--- src/rtl/ps_cu_issue.sv ---
// ps_cu_issue
// Issue stage for the compute unit. It takes one compute instruction per
// cycle and runs it through a two-stage pipeline: Execute (E), then
// Writeback (W).
//
// Ports:
//   clk, reset          clock (rising edge), asynchronous active-low reset
//   instr_valid/instr   instruction offer
//   instr_ready         offer accepted when high together with instr_valid
//                       (low on a register read-after-write hazard)
//   bc_wr_req/bc_wr_add bus-connect register-write request and target
//   bc_wr_ack           bus-connect write performed this cycle
//   ps_alu_*, ps_mul_*, ps_shf_*
//                       registered E-stage unit controls
//   ps_xb_raddx/raddy   registered E-stage read addresses (Rx, Ry)
//   ps_xb_wadd          write address (compute Rn, or bc_wr_add)
//   ps_xb_w_cuEn        registered W-stage one-hot compute write select
//                       (bit 0 ALU, bit 1 MUL, bit 2 SHF)
//   ps_xb_w_bcEn        bus-connect write enable
//   alu_ps_*, mul_ps_*, shf_ps_*
//                       unit flags, sampled at the edge that ends W
//   astat_clr           synchronous clear of astat
//   astat               status {sz,sv,mn,mv,av,ac,an,az}
module ps_cu_issue #(
    parameter int ADDRESS_WIDTH = 4,
    parameter int SIGNAL_WIDTH  = 3,
    localparam int IW = 12 + 3 * ADDRESS_WIDTH
) (
    input  logic                     clk,
    input  logic                     reset,
    input  logic                     instr_valid,
    input  logic [IW-1:0]            instr,
    output logic                     instr_ready,
    input  logic                     bc_wr_req,
    input  logic [ADDRESS_WIDTH-1:0] bc_wr_add,
    output logic                     bc_wr_ack,
    output logic                     ps_alu_en,
    output logic                     ps_alu_log,
    output logic [1:0]               ps_alu_hc,
    output logic [2:0]               ps_alu_sc,
    output logic                     ps_alu_sat,
    output logic                     ps_mul_en,
    output logic                     ps_mul_otreg,
    output logic [3:0]               ps_mul_dtsts,
    output logic [1:0]               ps_mul_cls,
    output logic [1:0]               ps_mul_sc,
    output logic                     ps_shf_en,
    output logic [1:0]               ps_shf_cls,
    output logic [ADDRESS_WIDTH-1:0] ps_xb_raddx,
    output logic [ADDRESS_WIDTH-1:0] ps_xb_raddy,
    output logic [ADDRESS_WIDTH-1:0] ps_xb_wadd,
    output logic [SIGNAL_WIDTH-1:0]  ps_xb_w_cuEn,
    output logic                     ps_xb_w_bcEn,
    input  logic                     alu_ps_az,
    input  logic                     alu_ps_an,
    input  logic                     alu_ps_ac,
    input  logic                     alu_ps_av,
    input  logic                     mul_ps_mv,
    input  logic                     mul_ps_mn,
    input  logic                     shf_ps_sv,
    input  logic                     shf_ps_sz,
    input  logic                     astat_clr,
    output logic [7:0]               astat
);

    typedef enum logic [1:0] {
        U_NOP = 2'b00,
        U_ALU = 2'b01,
        U_MUL = 2'b10,
        U_SHF = 2'b11
    } unit_t;

    // Offered instruction fields
    unit_t                    in_unit;
    logic [9:0]               in_s;
    logic [ADDRESS_WIDTH-1:0] in_rn, in_rx, in_ry;
    logic                     in_writes;
    logic                     accept;
    logic                     unused_s0;

    // Pipeline state; an empty slot is held as U_NOP with no write
    unit_t                    e_unit, w_unit;
    logic                     e_wr, w_wr;
    logic [ADDRESS_WIDTH-1:0] e_rn, w_rn;
    logic [SIGNAL_WIDTH-1:0]  cu_sel;

    always_comb begin
        in_unit   = unit_t'(instr[IW-1 -: 2]);
        in_s      = instr[IW-3 -: 10];
        in_rn     = instr[3*ADDRESS_WIDTH-1 -: ADDRESS_WIDTH];
        in_rx     = instr[2*ADDRESS_WIDTH-1 -: ADDRESS_WIDTH];
        in_ry     = instr[ADDRESS_WIDTH-1:0];
        // MUL with otreg=1 keeps its result inside the multiplier
        in_writes = (in_unit == U_ALU) || (in_unit == U_SHF) ||
                    ((in_unit == U_MUL) && !in_s[9]);
    end

    assign unused_s0 = in_s[0];

    // Read-after-write hazard against a writing instruction in E
    always_comb begin
        instr_ready = 1'b1;
        if (e_wr && (in_unit != U_NOP) && ((in_rx == e_rn) || (in_ry == e_rn)))
            instr_ready = 1'b0;
    end

    assign accept = instr_valid & instr_ready;

    // Compute writeback always has priority over bus-connect writes
    always_comb begin
        ps_xb_w_bcEn = reset & bc_wr_req & ~w_wr;
        bc_wr_ack    = ps_xb_w_bcEn;
        ps_xb_wadd   = '0;
        if (w_wr)
            ps_xb_wadd = w_rn;
        else if (ps_xb_w_bcEn)
            ps_xb_wadd = bc_wr_add;
    end

    always_comb begin
        cu_sel = '0;
        if (e_wr) begin
            case (e_unit)
                U_ALU:   cu_sel[0] = 1'b1;
                U_MUL:   cu_sel[1] = 1'b1;
                U_SHF:   cu_sel[2] = 1'b1;
                default: cu_sel = '0;
            endcase
        end
    end

    always_ff @(posedge clk or negedge reset) begin
        if (!reset) begin
            ps_alu_en    <= 1'b0;
            ps_alu_log   <= 1'b0;
            ps_alu_hc    <= '0;
            ps_alu_sc    <= '0;
            ps_alu_sat   <= 1'b0;
            ps_mul_en    <= 1'b0;
            ps_mul_otreg <= 1'b0;
            ps_mul_dtsts <= '0;
            ps_mul_cls   <= '0;
            ps_mul_sc    <= '0;
            ps_shf_en    <= 1'b0;
            ps_shf_cls   <= '0;
            ps_xb_raddx  <= '0;
            ps_xb_raddy  <= '0;
            e_unit       <= U_NOP;
            e_wr         <= 1'b0;
            e_rn         <= '0;
            w_unit       <= U_NOP;
            w_wr         <= 1'b0;
            w_rn         <= '0;
            ps_xb_w_cuEn <= '0;
            astat        <= '0;
        end else begin
            // E stage: a cycle without acceptance becomes a bubble
            ps_alu_en    <= accept && (in_unit == U_ALU);
            ps_alu_log   <= (accept && (in_unit == U_ALU)) ? in_s[9]   : 1'b0;
            ps_alu_hc    <= (accept && (in_unit == U_ALU)) ? in_s[8:7] : 2'b00;
            ps_alu_sc    <= (accept && (in_unit == U_ALU)) ? in_s[6:4] : 3'b000;
            ps_alu_sat   <= (accept && (in_unit == U_ALU)) ? in_s[3]   : 1'b0;
            ps_mul_en    <= accept && (in_unit == U_MUL);
            ps_mul_otreg <= (accept && (in_unit == U_MUL)) ? in_s[9]   : 1'b0;
            ps_mul_dtsts <= (accept && (in_unit == U_MUL)) ? in_s[8:5] : 4'b0000;
            ps_mul_cls   <= (accept && (in_unit == U_MUL)) ? in_s[4:3] : 2'b00;
            ps_mul_sc    <= (accept && (in_unit == U_MUL)) ? in_s[2:1] : 2'b00;
            ps_shf_en    <= accept && (in_unit == U_SHF);
            ps_shf_cls   <= (accept && (in_unit == U_SHF)) ? in_s[9:8] : 2'b00;
            ps_xb_raddx  <= accept ? in_rx : '0;
            ps_xb_raddy  <= accept ? in_ry : '0;
            e_unit       <= accept ? in_unit : U_NOP;
            e_wr         <= accept && in_writes;
            e_rn         <= accept ? in_rn : '0;

            // W stage
            w_unit       <= e_unit;
            w_wr         <= e_wr;
            w_rn         <= e_wr ? e_rn : '0;
            ps_xb_w_cuEn <= cu_sel;

            // Flags are valid throughout W; capture at the edge ending W
            if (astat_clr) begin
                astat <= '0;
            end else begin
                case (w_unit)
                    U_ALU:   astat[3:0] <= {alu_ps_av, alu_ps_ac, alu_ps_an, alu_ps_az};
                    U_MUL:   astat[5:4] <= {mul_ps_mn, mul_ps_mv};
                    U_SHF:   astat[7:6] <= {shf_ps_sz, shf_ps_sv};
                    default: astat <= astat;
                endcase
            end
        end
    end

endmodule

--- config.mk ---
export PLATFORM = sky130hd
export DESIGN_NAME = ps_cu_issue
export DESIGN_NICKNAME = d
export VERILOG_FILES = /design/src/rtl/ps_cu_issue.sv
export SDC_FILE = /design/constraint.sdc
export NUM_CORES = 1
export LEC_CHECK = 0
export BUFFER_PORTS_ARGS = -buffer_cell sky130_fd_sc_hd__clkbuf_2
export CORE_UTILIZATION = 50
export CTS_CLUSTER_SIZE = 20
export DETAILED_ROUTE_END_ITERATION = 8
export PLACE_DENSITY = 0.91
export SLEW_MARGIN = 20
export SYNTH_ARGS = -nofsm -noshare
export SYNTH_HDL_FRONTEND = slang
export SYNTH_SLANG_ARGS = --single-unit
--- constraint.sdc ---
create_clock -name clk -period 3.6 [get_ports clk]
set_clock_uncertainty 0.05 [all_clocks]
set_input_delay 0.72 -clock clk [delete_from_list [all_inputs] [get_ports clk]]
set_output_delay 0.72 -clock clk [all_outputs]
set_load 0.02 [all_outputs]
==> results.toml, run 1 <==
[detailed_routing]
ant_nets = 0
viasPerCell = 4.88
drcViolationCount = 0
drt_iter0_drc = 45
wl_mm = 4.16
dr_total_vias = 1566
drt-wirelength-per-cell_um = 13.0
first_pass_iters = 4

[floorplanning]
rows = 23
die_area_mm2 = 0.00440
coreArea_mm2 = 0.00397
die_w_um = 66.3
fp.dieH_um = 66.3
start_util = 0.521
io_pins = 88

[logic_synthesis]
synth.top_cell.area_share = 0.653
syn-cell-area_mm2 = 0.00207
yosys-top-cells-area = "dfrtp_1 (65%), nor2_1 (7.3%), nand3_1 (4.1%), nand2_1 (3.8%), xnor2_1 (3.4%)"
yosysSeqAreaShare = 0.653
synth.largest_area_cell = "dfrtp_1"
syn_inst = 187
synth-seq-cells = 54
synth_area_per_cell_um2 = 11.1
yosys_warnings = 0
yosys.cell_types.count = 25
synth_nets = 228

[global_routing]
grt_pass1_wl_mm = 6.56
grt_max_degree = 55
grt_pass1_vias = 1474
grt_overflow = 0
grt_use_total = 0.207
antenna_found_initial = 0

[hold_path]
hp-class = "reg -> reg"
hp-start = "e_unit[1]$_DFF_PN0_"

[timing]
setup_tns_ns = 0
setup_viol = 0
fmaxAchievable_ghz = 0.431
hold_viol = 0
finalCriticalPeriod_ns = 2.32
worst_pin_slew_ns = 0.660
slew_headroom = 0.559
rsz0062_at_grt = "no"
drv_slew = 0
finalCritPeriodShare = 0.644
whs_ns = 0.362

[layout]
area_growth_pct = 25.5
insertedDiodeCount = 0
layout-drive-gt1-share = 0.369
nFillCells = 325
nets = 311

[pwr]
peakVddDrop_mv = 0.281
power.density_mw_per_mm2 = 431
p_leak_nw = 1.47

[status]
status = "complete, no violations"

[place]
dpl.hpwl_mm = 3.05
gp_congestion = 0.746
portBuffers = 86

[critical_path]
r2r_start = "e_rn[2]$_DFF_PN0_"
crit_type = "in -> out"
cp.required_ns = 2.83
crit_arrival_ns = 1.55
startpoint = "reset"
start_kind = "primary input"
worstPathMaxFanout = 6
end_kind = "output pin"

[cts]
hold_buffers = 0
cts_resized = 0
cts-root-buf = "clkbuf_8"
post_cts_buffers = 0
clock_latency_ns = 0.30
cts_buffers = 5
path_clk_slew_ns = 0.08
cts.sinks = 54
cts_tree = "yes"
cts_max_path_buffers = 2
htree_levels = 2

[flow_run]
max_cap_viol_count = 0
registers in the layout (all words and copies together) (netlist names), 2 cells and up:
signal	cells
w_rn	4
w_unit	2
ps_alu_hc	2
ps_alu_sc	3
ps_xb_w_cuEn	3
e_unit	2
ps_xb_raddx	4
ps_mul_sc	2
astat	8
ps_shf_cls	2
e_rn	4
ps_mul_cls	2
ps_mul_dtsts	4
ps_xb_raddy	4
power by group:
| group | switching (W) | leakage (nW) | total (W) | internal (W) |
|---|---|---|---|---|
| clock network | 0.000179 | 0.0482 | 0.000334 | 0.000155 |
| registers | 0.0000142 | 0.725 | 0.000644 | 0.000630 |
| logic | 0.0000881 | 0.695 | 0.000140 | 0.0000523 |
| total | 0.000281 | 1.47 | 0.00112 | 0.000838 |
metal layers:
layer  GRT usage  vias to the layer above  part of all wire
li1            -                      765                 -
met5           0                        -                 0
met2       0.358                       54              0.52
met4      0.0798                        0             0.013
met3      0.0534                        6             0.056
met1       0.246                      741              0.41
synth_stat cells, drive strengths merged:
master / number
dfrtp: 54
nor2: 42
nand2: 21
nand3: 17
xnor2: 8
buf: 6
clkbuf: 6
mux2i: 6
a22o: 4
and2: 4
nand4: 4
a21oi: 3
nor2b: 3
nand2b: 2
nor3b: 2
o21ai: 2
and3: 1
and3b: 1
inv: 1
critical path: stages:
cell	delay, ns
clkbuf_2	0.12
nand2_1	0.05
nor2_1	0.29
a22o_1	0.20
clkbuf_2	0.17
layout by cell type, fill, tap and decap left out:
cell type / netlist / final
a21oi_1: 2 / 2
a21oi_4: 1 / 1
a22o_1: 4 / 4
and2_1: 3 / 3
and2_2: 1 / 1
and3_1: 1 / 1
and3b_1: 1 / 1
buf_4: 1 / 2
clkbuf_1: 6 / 1
clkbuf_2: 0 / 86
clkbuf_8: 0 / 6
clkinv_2: 0 / 1
dfrtp_1: 54 / 54
inv_2: 1 / 1
mux2i_1: 6 / 6
nand2_1: 21 / 21
nand2b_1: 2 / 2
nand3_1: 17 / 17
nand4_1: 4 / 4
nor2_1: 40 / 40
nor2_2: 2 / 2
nor2b_1: 3 / 3
nor3b_1: 2 / 2
o21ai_0: 2 / 2
xnor2_1: 8 / 8
path summary, 6_finish.rpt:
path | slack (ns) | depth (start not counted) | endpoint
setup / recovery | 1.28 | 5 | ps_xb_wadd[1]
hold / removal | 0.36 | 0 | w_unit[1]$_DFF_PN0_
setup reg to reg | 1.96 | 5 | ps_xb_raddx[1]$_DFF_PN0_
hold reg to reg | 0.36 | 0 | w_unit[1]$_DFF_PN0_
max in group asynchronous | 2.55 | 2 | astat[4]$_DFFE_PN0P_
min in group asynchronous | 0.54 | 2 | ps_xb_raddx[0]$_DFF_PN0_
through the flow:
stage | worst slack (ns) | power [W] | utilization | std cells | cell area [µm²]
after floorplan | 1.31 | 0.000733 | - | 187 | 2070
after global placement | 1.31 | 0.000793 | 0.630 | 313 | 2500
after detailed placement | 1.28 | 0.000800 | 0.630 | 313 | 2500
after CTS | 1.28 | 0.00113 | 0.653 | 321 | 2590
after global routing | 1.16 | 0.00117 | 0.653 | 321 | 2590
final | 1.28 | 0.00112 | 0.653 | 321 | 2590
cell families after synthesis:
logic type	synth area share
mux	0.0290
simple gates	0.212
xor+xnor	0.0339
flops	0.653
buf+inv	0.0369
compound gates	0.0345
area by class of cell:
class	instances	area [µm²]	area share
Clock inverter	1	5.00	0.00193
Timing Repair Buffer	88	445	0.172
Multi-Input combinational cell	120	641	0.247
Clock buffer	7	86.3	0.0333
Sequential cell	54	1350	0.521
Tap cell	50	62.6	0.0241
Inverter	1	3.75	0.00145
Power figures use the tool's default switching activity.
==> run 2, diff against run 1 <==
- CORE_UTILIZATION: 50 -> 47
- PLACE_DENSITY: 0.91 -> 0.87
- clock period: 3.6 -> 2.25 ns (I/O delays scaled with it)
==> results.toml, run 2 (synthesis results as in run 1) <==
[cts]
path_clk_slew_ns = 0.09
clock_latency_ns = 0.30
cts_buffers = 5
cts.sinks = 54
cts-root-buf = "clkbuf_8"
cts_resized = 0
post_cts_buffers = 0
hold_buffers = 0
htree_levels = 2
cts_max_path_buffers = 2
cts_tree = "yes"

[layout]
mostFrequentLayoutCells = "clkbuf_2 (86), dfrtp_1 (54), nor2_1 (40), nand2_1 (21), nand3_1 (17)"
largest_reg_flops = 8
nFillCells = 354
mostFrequentLayoutCell = "clkbuf_2"
finalNonFillerCells = 323
area_growth_pct = 26.4
regMostFlops = "astat"
layout-drive-gt1-share = 0.377
insertedDiodeCount = 0
nets = 313

[place]
gp_congestion = 0.755
dpl.hpwl_mm = 2.88
dp_cells = 315
portBuffers = 86
place_ws_ns = 0.493

[detailed_routing]
viasPerCell = 4.85
wl_mm = 3.95
dr_total_vias = 1565
drcViolationCount = 0
ant_nets = 0
drt_iter0_drc = 71
first_pass_iters = 4
drt-wirelength-per-cell_um = 12.2

[pwr]
power_switching_w = 0.000463
p_seq_frac = 0.572
power.share.switching = 0.257
power.density_mw_per_mm2 = 691
peakVddDrop_mv = 0.407
power.share.combinational = 0.125
internal_power_w = 0.00134
finalPower_w = 0.00181
p_leak_nw = 1.48
pwr-share-clk = 0.304

[timing]
slew_headroom = 0.576
worst_slack_ns = 0.284
drv_slew = 0
rsz0062_at_grt = "no"
finalCriticalPeriod_ns = 1.97
fmaxAchievable_ghz = 0.509
worst_pin_slew_ns = 0.635
setup_viol = 0
setup_tns_ns = 0
hold_viol = 0
finalCritPeriodShare = 0.874

[critical_path]
crit_type = "reg -> out"
end_kind = "output pin"
worstReg2RegEnd = "ps_mul_cls[0]$_DFF_PN0_"
start_kind = "register"
ff2ff_path_depth = 5
r2r_start = "e_rn[1]$_DFF_PN0_"
crit_arrival_ns = 1.47
worstPathMaxFanout = 3
cp.required_ns = 1.75
r2r_setup_slack_ns = 0.62

[global_routing]
grt_pass1_vias = 1486
antenna_found_initial = 0
grt_use_total = 0.185
grt_max_degree = 55
grt_pass1_wl_mm = 6.21
grt_overflow = 0

[floorplanning]
rows = 23
die_area_mm2 = 0.00467
io_pins = 88
coreArea_mm2 = 0.00412
die_w_um = 68.3
start_util = 0.503
fp.dieH_um = 68.3

[hold_path]
hp-class = "in -> async"

[flow_run]
max_cap_viol_count = 0

[status]
status = "complete, no violations"
==> run 2: worst max-delay path by stage <==
stage | startpoint | to | depth (start not counted)
after global routing | e_rn[1]$_DFF_PN0_ | instr_ready | 5
after floorplan | reset | ps_xb_wadd[0] | 3
after detailed placement | instr[3] | instr_ready | 6
final | e_rn[1]$_DFF_PN0_ | instr_ready | 5
after global placement | instr[3] | instr_ready | 6
after CTS | e_rn[3]$_DFF_PN0_ | instr_ready | 5
==> run 2: through the flow <==
stage	utilization	hold WS, ns	area [µm²]
2_1_floorplan	-	0.104	2070
3_3_place_gp	0.612	0.346	2520
3_5_place_dp	0.612	0.362	2520
4_1_cts	0.635	0.258	2610
5_1_grt	0.635	0.302	2610
6_report	0.635	0.237	2610
==> run 2: worst max-delay path, stage by stage, from the launching register on <==
cell	delay (ns)
dfrtp_1	0.44
xnor2_1	0.18
nand4_1	0.16
a21oi_4	0.19
inv_2	0.04
clkbuf_2	0.15
==> run 2: layer usage <==
metal,track usage,routed length (µm),up-vias,share of wire
li1,-,-,772,-
met1,0.202,1650,731,0.42
met2,0.335,2000,57,0.51
met3,0.0433,240,5,0.061
met4,0.0859,63,0,0.016
met5,0,0,-,0
==> run 2: layout make-up <==
cell class / instances / area, µm² / share of cell area
well taps: 50 / 62.6 / 0.0239
repair buffers: 90 / 460 / 0.176
multi-input cells: 120 / 641 / 0.245
clock inverters: 2 / 12.5 / 0.00479
inverters: 1 / 3.75 / 0.00144
flip-flops and latches: 54 / 1350 / 0.517
clock buffers: 6 / 82.6 / 0.0316
==> run 2: power by group through the flow <==
stage               Clock (W)  Combinational [W]  Sequential [W]
floorplan                   0          0.0000925         0.00108
global placement            0           0.000224         0.00105
detailed placement          0           0.000228         0.00105
CTS                  0.000568           0.000229         0.00103
global route         0.000611           0.000252         0.00104
finish               0.000549           0.000225         0.00103
==> run 3, diff against run 2 <==
- CORE_UTILIZATION: 47 -> 50
- PLACE_DENSITY: 0.87 -> 0.91
- clock period: 2.25 -> 2.46 ns (I/O delays scaled with it)
==> results.toml, run 3 (synthesis results as in run 1) <==
[status]
status = "complete, no violations"

[floorplanning]
fp.dieH_um = 66.3
coreArea_mm2 = 0.00397
io_pins = 88
die_area_mm2 = 0.00440
start_util = 0.521
rows = 23
die_w_um = 66.3

[layout]
mostFrequentLayoutCell = "clkbuf_2"
largest_reg_flops = 8
regMostFlops = "astat"
nets = 311
mostFrequentLayoutCells = "clkbuf_2 (86), dfrtp_1 (54), nor2_1 (40), nand2_1 (21), nand3_1 (17)"
nFillCells = 313
layout-drive-gt1-share = 0.373
insertedDiodeCount = 0
area_growth_pct = 26.3

[pwr]
finalPower_w = 0.00171
power.density_mw_per_mm2 = 656
power_switching_w = 0.000417
p_leak_nw = 1.48
p_seq_frac = 0.550
power.share.combinational = 0.119
power.share.switching = 0.243
peakVddDrop_mv = 0.409
internal_power_w = 0.00130
pwr-share-clk = 0.331

[cts]
cts_max_path_buffers = 2
post_cts_buffers = 0
hold_buffers = 0
cts.sinks = 54
htree_levels = 2
cts_buffers = 5
cts_tree = "yes"
path_clk_slew_ns = 0.09
clock_latency_ns = 0.30
cts-root-buf = "clkbuf_8"
cts_resized = 0

[timing]
fmaxAchievable_ghz = 0.496
finalCriticalPeriod_ns = 2.02
hold_viol = 0
setup_tns_ns = 0
drv_slew = 0
rsz0062_at_grt = "no"
slew_headroom = 0.556
finalCritPeriodShare = 0.820
setup_viol = 0
worst_pin_slew_ns = 0.665

[global_routing]
antenna_found_initial = 0
grt_overflow = 0
grt_use_total = 0.205
grt_max_degree = 55
grt_pass1_wl_mm = 6.51
grt_pass1_vias = 1487

[detailed_routing]
dr_total_vias = 1559
drt-wirelength-per-cell_um = 12.6
drcViolationCount = 0
wl_mm = 4.05
drt_iter0_drc = 66
viasPerCell = 4.86
ant_nets = 0
first_pass_iters = 4

[critical_path]
r2r_setup_slack_ns = 0.82
worstReg2RegEnd = "ps_mul_dtsts[2]$_DFF_PN0_"
ff2ff_path_depth = 5
cp_cell_sequence = "xnor2_1, nand4_1, a21oi_4, inv_2, clkbuf_2"
crit_type = "reg -> out"
max_stage_delay_ns = 0.42
cp.required_ns = 1.92
crit_arrival_ns = 1.47
end_kind = "output pin"
start_kind = "register"
worstPathMaxFanout = 3
critPathSlowestCell = "dfrtp_1"
cp_top_family = "flip-flops"
path_buf_inv = 2
r2r_start = "e_rn[2]$_DFF_PN0_"

[flow_run]
max_cap_viol_count = 0

[place]
gp_congestion = 0.746
dpl.hpwl_mm = 2.94
portBuffers = 86

[hold_path]
hp-class = "in -> async"
[run 3: cell count changes in the layout (fill, tap and decap cells not counted)]
cell	change
buf_4	-2
bufinv_16	+1
clkbuf_8	-1
clkinv_2	+1
clkinvlp_4	-1
[run 3: metrics by stage]
stage	utilization	std cells	hold slack (ns)	setup slack [ns]	instance area [µm²]
after floorplan	-	187	0.146	0.626	2070
after global placement	0.630	313	0.343	0.624	2500
after detailed placement	0.630	313	0.350	0.604	2500
after CTS	0.658	321	0.317	0.422	2610
after global routing	0.658	321	0.342	0.321	2610
final	0.658	321	0.297	0.443	2610
[run 3: worst max-delay path by stage]
stage / end / cells after the start / slack [ns] / from
detailed placement: instr_ready / 6 / 0.60 / instr[2]
global placement: instr_ready / 6 / 0.62 / instr[2]
CTS: instr_ready / 5 / 0.42 / e_rn[2]$_DFF_PN0_
finish: instr_ready / 5 / 0.44 / e_rn[2]$_DFF_PN0_
floorplan: ps_xb_wadd[0] / 3 / 0.63 / reset
global route: instr_ready / 5 / 0.32 / e_rn[2]$_DFF_PN0_
[run 3: final cells by class]
type | instances | area (µm²) | share of cell area
timing repair buffer | 88 | 445 | 0.170
clock inverter | 3 | 40.0 | 0.0153
inverter | 1 | 3.75 | 0.00144
tap | 50 | 62.6 | 0.0239
clock buffer | 5 | 68.8 | 0.0263
sequential | 54 | 1350 | 0.517
multi-input combinational | 120 | 641 | 0.245
[run 3: power by group through the flow]
| stage | Clock [W] | Sequential (W) | Combinational, W |
|---|---|---|---|
| 2_1_floorplan | 0 | 0.000988 | 0.0000846 |
| 3_3_place_gp | 0 | 0.000959 | 0.000202 |
| 3_5_place_dp | 0 | 0.000961 | 0.000208 |
| 4_1_cts | 0.000584 | 0.000943 | 0.000208 |
| 5_1_grt | 0.000618 | 0.000948 | 0.000227 |
| 6_report | 0.000568 | 0.000943 | 0.000204 |
[run 3: layer usage]
metal,part of all wire,up-vias,routed length (µm),GRT usage
met3,0.059,7,240,0.0586
li1,-,765,-,-
met4,0.017,0,68,0.0718
met1,0.41,735,1650,0.237
met5,0,-,0,0
met2,0.52,52,2090,0.360
